[src/rtl/ntt_out_ctrl_pkg.sv]
// rtl/ntt_out_ctrl_pkg.sv - shared NTT parameters, FSM encoding and select helper
package ntt_out_ctrl_pkg;

   localparam int NTT_ADDR_W   = 6;
   localparam int NTT_STAGES   = 8;
   localparam int NTT_PIPE_LAT = 13;

   typedef enum logic [1:0] {
      ST_IDLE  = 2'd0,
      ST_RUN   = 2'd1,
      ST_WAIT  = 2'd2,
      ST_DRAIN = 2'd3
   } ntt_state_t;

   // one 2-bit select per bank output lane
   typedef logic [3:0][1:0] sel_vec_t;

   // lane k picks bank k XOR {stage lsb, address lsb}; XOR by a constant keeps it a permutation
   function automatic sel_vec_t sel_word(input logic stage_lsb, input logic addr_lsb);
      sel_vec_t v;
      for (int k = 0; k < 4; k++) begin
         v[k] = 2'(k) ^ {stage_lsb, addr_lsb};
      end
      return v;
   endfunction

endpackage

[src/rtl/ntt_out_ctrl_shift_13.sv]
// rtl/ntt_out_ctrl_shift_13.sv - fixed-latency resettable delay line matching the network select delay
module ntt_out_ctrl_shift_13
#(
   parameter int DATA_W = 7,
   parameter int DEPTH  = 13
)(
   input  logic              clk,
   input  logic              rst,
   input  logic [DATA_W-1:0] din,
   output logic [DATA_W-1:0] dout
);

   logic [DEPTH-1:0][DATA_W-1:0] pipe;

   // shift one slot per cycle; reset flushes every slot so no stale write survives
   always_ff @(posedge clk) begin
      if (rst) begin
         pipe <= '0;
      end else begin
         pipe[0] <= din;
         for (int i = 1; i < DEPTH; i++) begin
            pipe[i] <= pipe[i-1];
         end
      end
   end

   assign dout = pipe[DEPTH-1];

endmodule

[src/rtl/ntt_out_ctrl.sv]
// rtl/ntt_out_ctrl.sv - NTT output-stage read/write address and select sequencer
module ntt_out_ctrl
   import ntt_out_ctrl_pkg::*;
#(
   parameter int ADDR_W   = NTT_ADDR_W,
   parameter int STAGES   = NTT_STAGES,
   parameter int PIPE_LAT = NTT_PIPE_LAT
)(
   input  logic              clk,
   input  logic              rst,
   input  logic              start,
   output logic              busy,
   output logic              done,
   output logic [2:0]        stage,
   output logic              rd_en,
   output logic [ADDR_W-1:0] rd_addr,
   output logic [1:0]        sel_a_0,
   output logic [1:0]        sel_a_1,
   output logic [1:0]        sel_a_2,
   output logic [1:0]        sel_a_3,
   output logic              wr_en,
   output logic [ADDR_W-1:0] wr_addr
);

   localparam int                CNT_W      = $clog2(PIPE_LAT + 1);
   localparam logic [CNT_W-1:0]  LAST_CNT   = CNT_W'(PIPE_LAT - 1);
   localparam logic [ADDR_W-1:0] LAST_ADDR  = {ADDR_W{1'b1}};
   localparam logic [2:0]        LAST_STAGE = 3'(STAGES - 1);

   ntt_state_t       state;
   logic [CNT_W-1:0] gap_cnt;
   sel_vec_t         sel_q;
   logic [ADDR_W:0]  wr_bus;

   // sequencer: one burst of reads per stage, a pipeline-length gap between stages, then drain
   always_ff @(posedge clk) begin
      if (rst) begin
         state   <= ST_IDLE;
         stage   <= 3'd0;
         rd_addr <= '0;
         rd_en   <= 1'b0;
         sel_q   <= '0;
         busy    <= 1'b0;
         done    <= 1'b0;
         gap_cnt <= '0;
      end else begin
         done <= 1'b0;
         case (state)
            ST_IDLE: begin
               // the done cycle is still IDLE; a start seen there is dropped
               if (start && !done) begin
                  state   <= ST_RUN;
                  stage   <= 3'd0;
                  rd_addr <= '0;
                  rd_en   <= 1'b1;
                  sel_q   <= sel_word(1'b0, 1'b0);
                  busy    <= 1'b1;
               end
            end
            ST_RUN: begin
               if (rd_addr == LAST_ADDR) begin
                  rd_en   <= 1'b0;
                  sel_q   <= '0;
                  gap_cnt <= '0;
                  state   <= (stage == LAST_STAGE) ? ST_DRAIN : ST_WAIT;
               end else begin
                  rd_addr <= rd_addr + ADDR_W'(1);
                  sel_q   <= sel_word(stage[0], ~rd_addr[0]);
               end
            end
            ST_WAIT: begin
               // hold off the next stage until the last write of this one has landed
               if (gap_cnt == LAST_CNT) begin
                  state   <= ST_RUN;
                  stage   <= stage + 3'd1;
                  rd_addr <= '0;
                  rd_en   <= 1'b1;
                  sel_q   <= sel_word(~stage[0], 1'b0);
               end else begin
                  gap_cnt <= gap_cnt + CNT_W'(1);
               end
            end
            ST_DRAIN: begin
               if (gap_cnt == LAST_CNT) begin
                  state <= ST_IDLE;
                  busy  <= 1'b0;
                  done  <= 1'b1;
               end else begin
                  gap_cnt <= gap_cnt + CNT_W'(1);
               end
            end
            default: begin
               state <= ST_IDLE;
               busy  <= 1'b0;
               rd_en <= 1'b0;
               sel_q <= '0;
            end
         endcase
      end
   end

   assign sel_a_0 = sel_q[0];
   assign sel_a_1 = sel_q[1];
   assign sel_a_2 = sel_q[2];
   assign sel_a_3 = sel_q[3];

   ntt_out_ctrl_shift_13 #(
      .DATA_W (ADDR_W + 1),
      .DEPTH  (PIPE_LAT)
   ) u_wr_delay (
      .clk  (clk),
      .rst  (rst),
      .din  ({rd_en, rd_addr}),
      .dout (wr_bus)
   );

   assign {wr_en, wr_addr} = wr_bus;

endmodule

[config.mk]
export PLATFORM = sky130hd
export DESIGN_NAME = ntt_out_ctrl
export DESIGN_NICKNAME = d
export VERILOG_FILES = /design/src/rtl/ntt_out_ctrl_pkg.sv /design/src/rtl/ntt_out_ctrl_shift_13.sv /design/src/rtl/ntt_out_ctrl.sv
export SDC_FILE = /design/constraint.sdc
export NUM_CORES = 1
export LEC_CHECK = 0
export BUFFER_PORTS_ARGS = -buffer_cell sky130_fd_sc_hd__buf_2
export CELL_PAD_IN_SITES_DETAIL_PLACEMENT = 1
export CELL_PAD_IN_SITES_GLOBAL_PLACEMENT = 1
export CORE_MARGIN = 3
export CORE_UTILIZATION = 50
export DETAILED_ROUTE_END_ITERATION = 6
export GPL_TIMING_DRIVEN = 0
export PLACE_DENSITY_LB_ADDON = 0.25
export SLEW_MARGIN = 0
export SYNTH_ARGS = -nofsm -noshare
export SYNTH_HDL_FRONTEND = slang
export SYNTH_SLANG_ARGS = --single-unit
[constraint.sdc]
create_clock -name clk -period 5.5 [get_ports clk]
set_clock_uncertainty 0.15 [all_clocks]
set_input_delay 0.55 -clock clk [delete_from_list [all_inputs] [get_ports clk]]
set_output_delay 0.55 -clock clk [all_outputs]
set_load 0.02 [all_outputs]
* Word-level counts from Yosys, hierarchy flattened
Index checks and enable logic that the tools add are counted.
Widths: inputs -> output; s select.
** Word-level totals
- Register bits after elaboration :: 117
- Bits in latches :: 0
- Memory bits (writable) :: 0
- ROM bits :: 0
- Output and inout port bits :: 27
- Memories kept :: 0
** Operators by class
- Add/sub/neg operators :: 3
- Multipliers :: 0
- Div/mod/pow operators :: 0
- $lt $le $gt $ge :: 0
- Equality and inequality tests :: 12
- Shift operators :: 0
- Mux-type cells :: 27
- Bitwise operators :: 5
- Reductions and logical operators :: 16
** Operators with widths (number)
- $mux 8 :: 3
- $pmux 8 s3 :: 1
- $mux 6 :: 3
- $pmux 6 s3 :: 1
- $ne 2x2->1 const B :: 6
- $reduce_and 3->1 :: 4
- $reduce_and 4->1 :: 3
- $mux 2 :: 4
- $mux 4 :: 2
- $pmux 2 s4 :: 1
- $pmux 4 s2 :: 1
- $add 6x1->6 const B :: 1
- $eq 6x6->1 const B :: 1
- $mux 1 :: 6
- $mux 3 :: 2
- $pmux 3 s2 :: 1
- $reduce_bool 2->1 :: 3
- $add 4x1->4 const B :: 1
- $eq 2x2->1 const B :: 2
- $eq 4x4->1 const B :: 1
- $not 2->2 :: 2
- $reduce_or 2->1 :: 2
- $add 3x1->3 const B :: 1
- $eq 3x3->1 const B :: 1
- other kinds (8) :: 10

* Longest topological paths before layout
- Depth after elaboration :: 4
- Mapped depth :: 8

* By module
A second synthesis with hierarchy kept.
** Unflattened totals
- Cells, all modules :: 363
- Area, all modules :: 4430.5 um^2
** Modules (own cells, without submodules)
- ntt_out_ctrl_shift_13 :: instances 1, cells an instance 199, area an instance 3029.2 um^2, sequential area each 1821.7 um^2
- ntt_out_ctrl :: instances 1, cells an instance 164, area an instance 1401.3 um^2, sequential area each 440.4 um^2

* Worst setup path after synthesis
Ideal clock, no wire load.
- Kind :: flip-flop to flip-flop
- From :: reg state[0]
- To :: reg rd_addr[1]
- Setup time :: 0.122 ns
- Arrival :: 1.592 ns
- Data required time :: 5.228 ns
- Slack :: 3.636 ns
- Cell stages (with the launch flop) :: 9
- Cell sequence :: dfxtp_1 inv_1 ha_1 buf_4 nor3_1 a221oi_2 buf_2 nor4b_1 a311o_1
** Between the ends
- Word-level cells in the longest chain between the ends :: 3
- Elaborated cells between the ends (all ways) :: 9
** RTL lines
- start: declaration :: RTL line ntt_out_ctrl.sv:30 : ntt_state_t state;
- start signal: assignment :: RTL line ntt_out_ctrl.sv:65 : state <= (stage == LAST_STAGE) ? ST_DRAIN : ST_WAIT;
- $eq 2x1->1, or another cell as far along :: RTL line ntt_out_ctrl.sv:48 : case (state)
- $ne 2x2->1 (no line) / $reduce_bool 3->1 (equally long branches)
- $reduce_and 4->1 (no line)
- end signal: assignment :: RTL line ntt_out_ctrl.sv:67 : rd_addr <= rd_addr + ADDR_W'(1);
- end: declaration :: RTL line ntt_out_ctrl.sv:16 : output logic [ADDR_W-1:0] rd_addr,
Parallel ways exist; a longest one is shown, timed or not.
A chain may end at the register's enable or synchronous reset.

* Final worst setup path
- From :: reg rd_addr[1]
- To :: reg state[1]
** Between the ends
- Word-level cells in the longest chain between the ends :: 3
** RTL lines
- $eq 6x6->1 :: RTL line ntt_out_ctrl.sv:61 : if (rd_addr == LAST_ADDR) begin
- $ne 2x2->1 (no line)
- $reduce_and 4->1 (no line)
Every way passes these cells.

==> out/metrics.cfg <==
[synthesis]
syn_avg_cell_area_um2 = 10.6
ys_async_sr_fraction_pct = 0
yosys.area.top_type_share_pct = 58.9
synth.largest_area_cell = dfxtp_1
synth_nets = 374
synth_area_leaders = dfxtp_1, nor2b_1, ha_1
ys_seq_area_share_pct = 58.9
synth_top_flop_cell = dfxtp_1
ys_types = 48
yosysWarnings = 0
ys_ff_latch = 113
synthCells = 361
synth.cell_area_mm2 = 0.00384
synth_edf_count = 0

[routing]
firstDrtPassIters = 4
antenna_left = 0
viasPerCell = 5.25
drt-total-wl_um = 9240
drt-initial-drc-count = 85
wire_per_inst_um = 17.8
vias = 2728
drc = 0

[global_route]
grt.busiest_layer = met2
grt_overflow = 0
use_met3_pct = 6.65
grt_pass1_wl_um = 15000
grt_max_degree = 17
antenna_found_initial = 0
gr-usage-all-layers_pct = 22.8
grtUsageMet1_pct = 26.3
grtUsageMet2_pct = 38.8
grt_pass1_vias = 2921

[timing]
max_freq_mhz = 435
setup_viol = 0
relSlewSlack_pct = 58.0
hold_viol = 0
worstMarginPinSlew_ns = 0.630
rsz0062_at_grt = no
period_share_pct = 41.8
fin_ws_ns = 3.20
finalCriticalPeriod_ns = 2.30
fin_tns_setup_ns = 0
finalMaxSlewViolations = 0

[min_path]
hp-class = flop to flop
whs_path_depth = 1
hold_start = u_wr_delay.pipe[79]$_SDFF_PP0_

[cts]
cts_setup_buffers = 0
hold_buffers = 0
post_cts_resized = 0
clockBufferDepth = 2
ctsHtreeMaxLevel = 4
cts_tree = built
clk_pin_slew_worst_paths_ns = 0.06
clk_latency_ns = 0.51
cts.sinks = 113
cts-buffers-inserted = 17
root_buffer = clkbuf_8

[placement]
dp.cells = 488
place.gp.congestion = 0.822
portBuffers = 28
hpwlAfterDp_um = 5230
pre_cts_slack_ns = 3.24

[cells_and_area]
fillers = 799
layoutNonFillerInstCount = 520
final_nets = 421
diodes = 0
layout-drive-gt1-share_pct = 19.5
area_growth_pct = 23.0

[floorplanning]
die_area_mm2 = 0.00877
core_area_mm2 = 0.00737
ios = 30
rows = 31
die_y_um = 93.7
initial_core_util_pct = 52.1
die_width_um = 93.7

[critical_path]
crit_path_top_delay_cell = nor2_1
required_ns = 5.75
crit_path_cell_trace = ha_1 -> nand2_1 -> nor2_1 -> a31oi_1 -> a311oi_1
critical-path-max-stage-delay_ns = 0.49
worstPathMaxFanout = 7
start_kind = flop
r2r-start = rd_addr[1]$_SDFFE_PP0P_
critPathKind = flop to flop
critPathArrivalTime_ns = 2.55
worstRegToRegCells = 5
cp-startpoint = rd_addr[1]$_SDFFE_PP0P_
cp-end-kind = flop

[pwr]
p_seq_share_pct = 39.9
internal_power_mw = 1.61
p_switching_mw = 0.489
p_sw_share_pct = 23.3
p_clk_share_pct = 54.8
comb_power_share_pct = 5.3
powerDensity_mw_per_mm2 = 443
irDropWorstVdd_v = 0.000364
p_leak_nw = 1.94

[job]
maxCapViolations = 0

[status]
status = complete, no violations

## final timing paths
check / end / slack (ns)
max reg2reg: state[1]$_SDFFE_PP0P_ / 3.20
min: u_wr_delay.dout[2]$_SDFF_PP0_ / 0.28
max: state[1]$_SDFFE_PP0P_ / 3.20
min reg2reg: u_wr_delay.dout[2]$_SDFF_PP0_ / 0.28
## final cells by class
| type | instances | area, um2 | share of cell area, % |
|---|---|---|---|
| flip-flops and latches | 113 | 2260 | 47.9 |
| multi-input cells | 207 | 1380 | 29.2 |
| clock buffers | 17 | 414 | 8.76 |
| clock inverters | 15 | 206 | 4.37 |
| plain buffers | 30 | 160 | 3.39 |
| repair buffers | 28 | 140 | 2.97 |
| well taps | 99 | 124 | 2.62 |
| inverters | 11 | 41.3 | 0.874 |
## placed cells by master, fill, tap and decap left out, types with 3 or more instances in the layout
master | synthesis | routed
a21oi_1 | 11 | 11
a31oi_1 | 6 | 6
and3_1 | 4 | 4
buf_2 | 4 | 32
buf_4 | 11 | 11
bufinv_16 | 0 | 4
clkbuf_1 | 13 | 13
clkbuf_16 | 0 | 16
dfxtp_1 | 113 | 113
ha_1 | 10 | 10
inv_1 | 11 | 11
inv_6 | 0 | 5
nand2_1 | 14 | 14
nand2b_1 | 3 | 3
nand3_1 | 6 | 6
nand4_1 | 4 | 4
nor2_1 | 7 | 7
nor2b_1 | 92 | 92
o21ai_0 | 11 | 11
o32ai_1 | 3 | 3
or3_1 | 4 | 4
## cell families after synthesis
family	count (synthesis)	share of synthesized area, %
AO/OA/AOI/OAI	47	8.96
adder cells (fa/ha/maj)	10	3.26
buffers and inverters	41	5.24
flip-flops	113	58.9
multiplexers	1	0.261
AND/OR/NAND/NOR	149	23.4
## Yosys cell counts, types with 4 or more instances
master	n
a21oi_1	11
a31oi_1	6
and3_1	4
buf_2	4
buf_4	11
clkbuf_1	13
dfxtp_1	113
ha_1	10
inv_1	11
nand2_1	14
nand3_1	6
nand4_1	4
nor2_1	7
nor2b_1	92
o21ai_0	11
or3_1	4
## registers in the layout, indices dropped and copies added, names as in the netlist
| signal | flops |
|---|---|
| u_wr_delay.pipe | 84 |
| u_wr_delay.dout | 7 |
| rd_addr | 6 |
| gap_cnt | 4 |
| stage | 3 |
| sel_a_1 | 2 |
| state | 2 |
| busy | 1 |
| done | 1 |
| rd_en | 1 |
| sel_a_0 | 1 |
| sel_a_2 | 1 |
## metrics by stage
stage | utilization (%) | hold WS, ns | instance area [um2] | total power [mW]
4_1_cts | 64.1 | 0.286 | 4730 | 2.11
5_1_grt | 64.1 | 0.303 | 4730 | 2.16
3_3_place_gp | 55.7 | 0.264 | 4110 | 0.953
6_report | 64.1 | 0.285 | 4730 | 2.09
3_5_place_dp | 55.7 | 0.275 | 4110 | 0.958
2_1_floorplan | - | 0.264 | 3840 | 0.925
## layer usage
metal	wire length, um	vias up
met5	0	-
met4	269	0
met3	454	22
met2	4600	71
met1	3910	1346
li1	-	1289
## critical path: cells and delay by family, from the launching register on
family	cells	cell delay, ns
AND/OR/NAND/NOR	2	0.68
AO/OA/AOI/OAI	2	0.53
flip-flops	1	0.45
adder cells (fa/ha/maj)	1	0.38
## power by group through the flow
stage                     sequential, mW  combinational (mW)  clock (mW)
final                              0.836               0.112        1.15
after global routing               0.837               0.121        1.20
after CTS                          0.836               0.111        1.16
after detailed placement           0.853               0.105           0
after global placement             0.852               0.101           0
after floorplan                    0.858              0.0669           0
(Power assumes the default switching activity.)
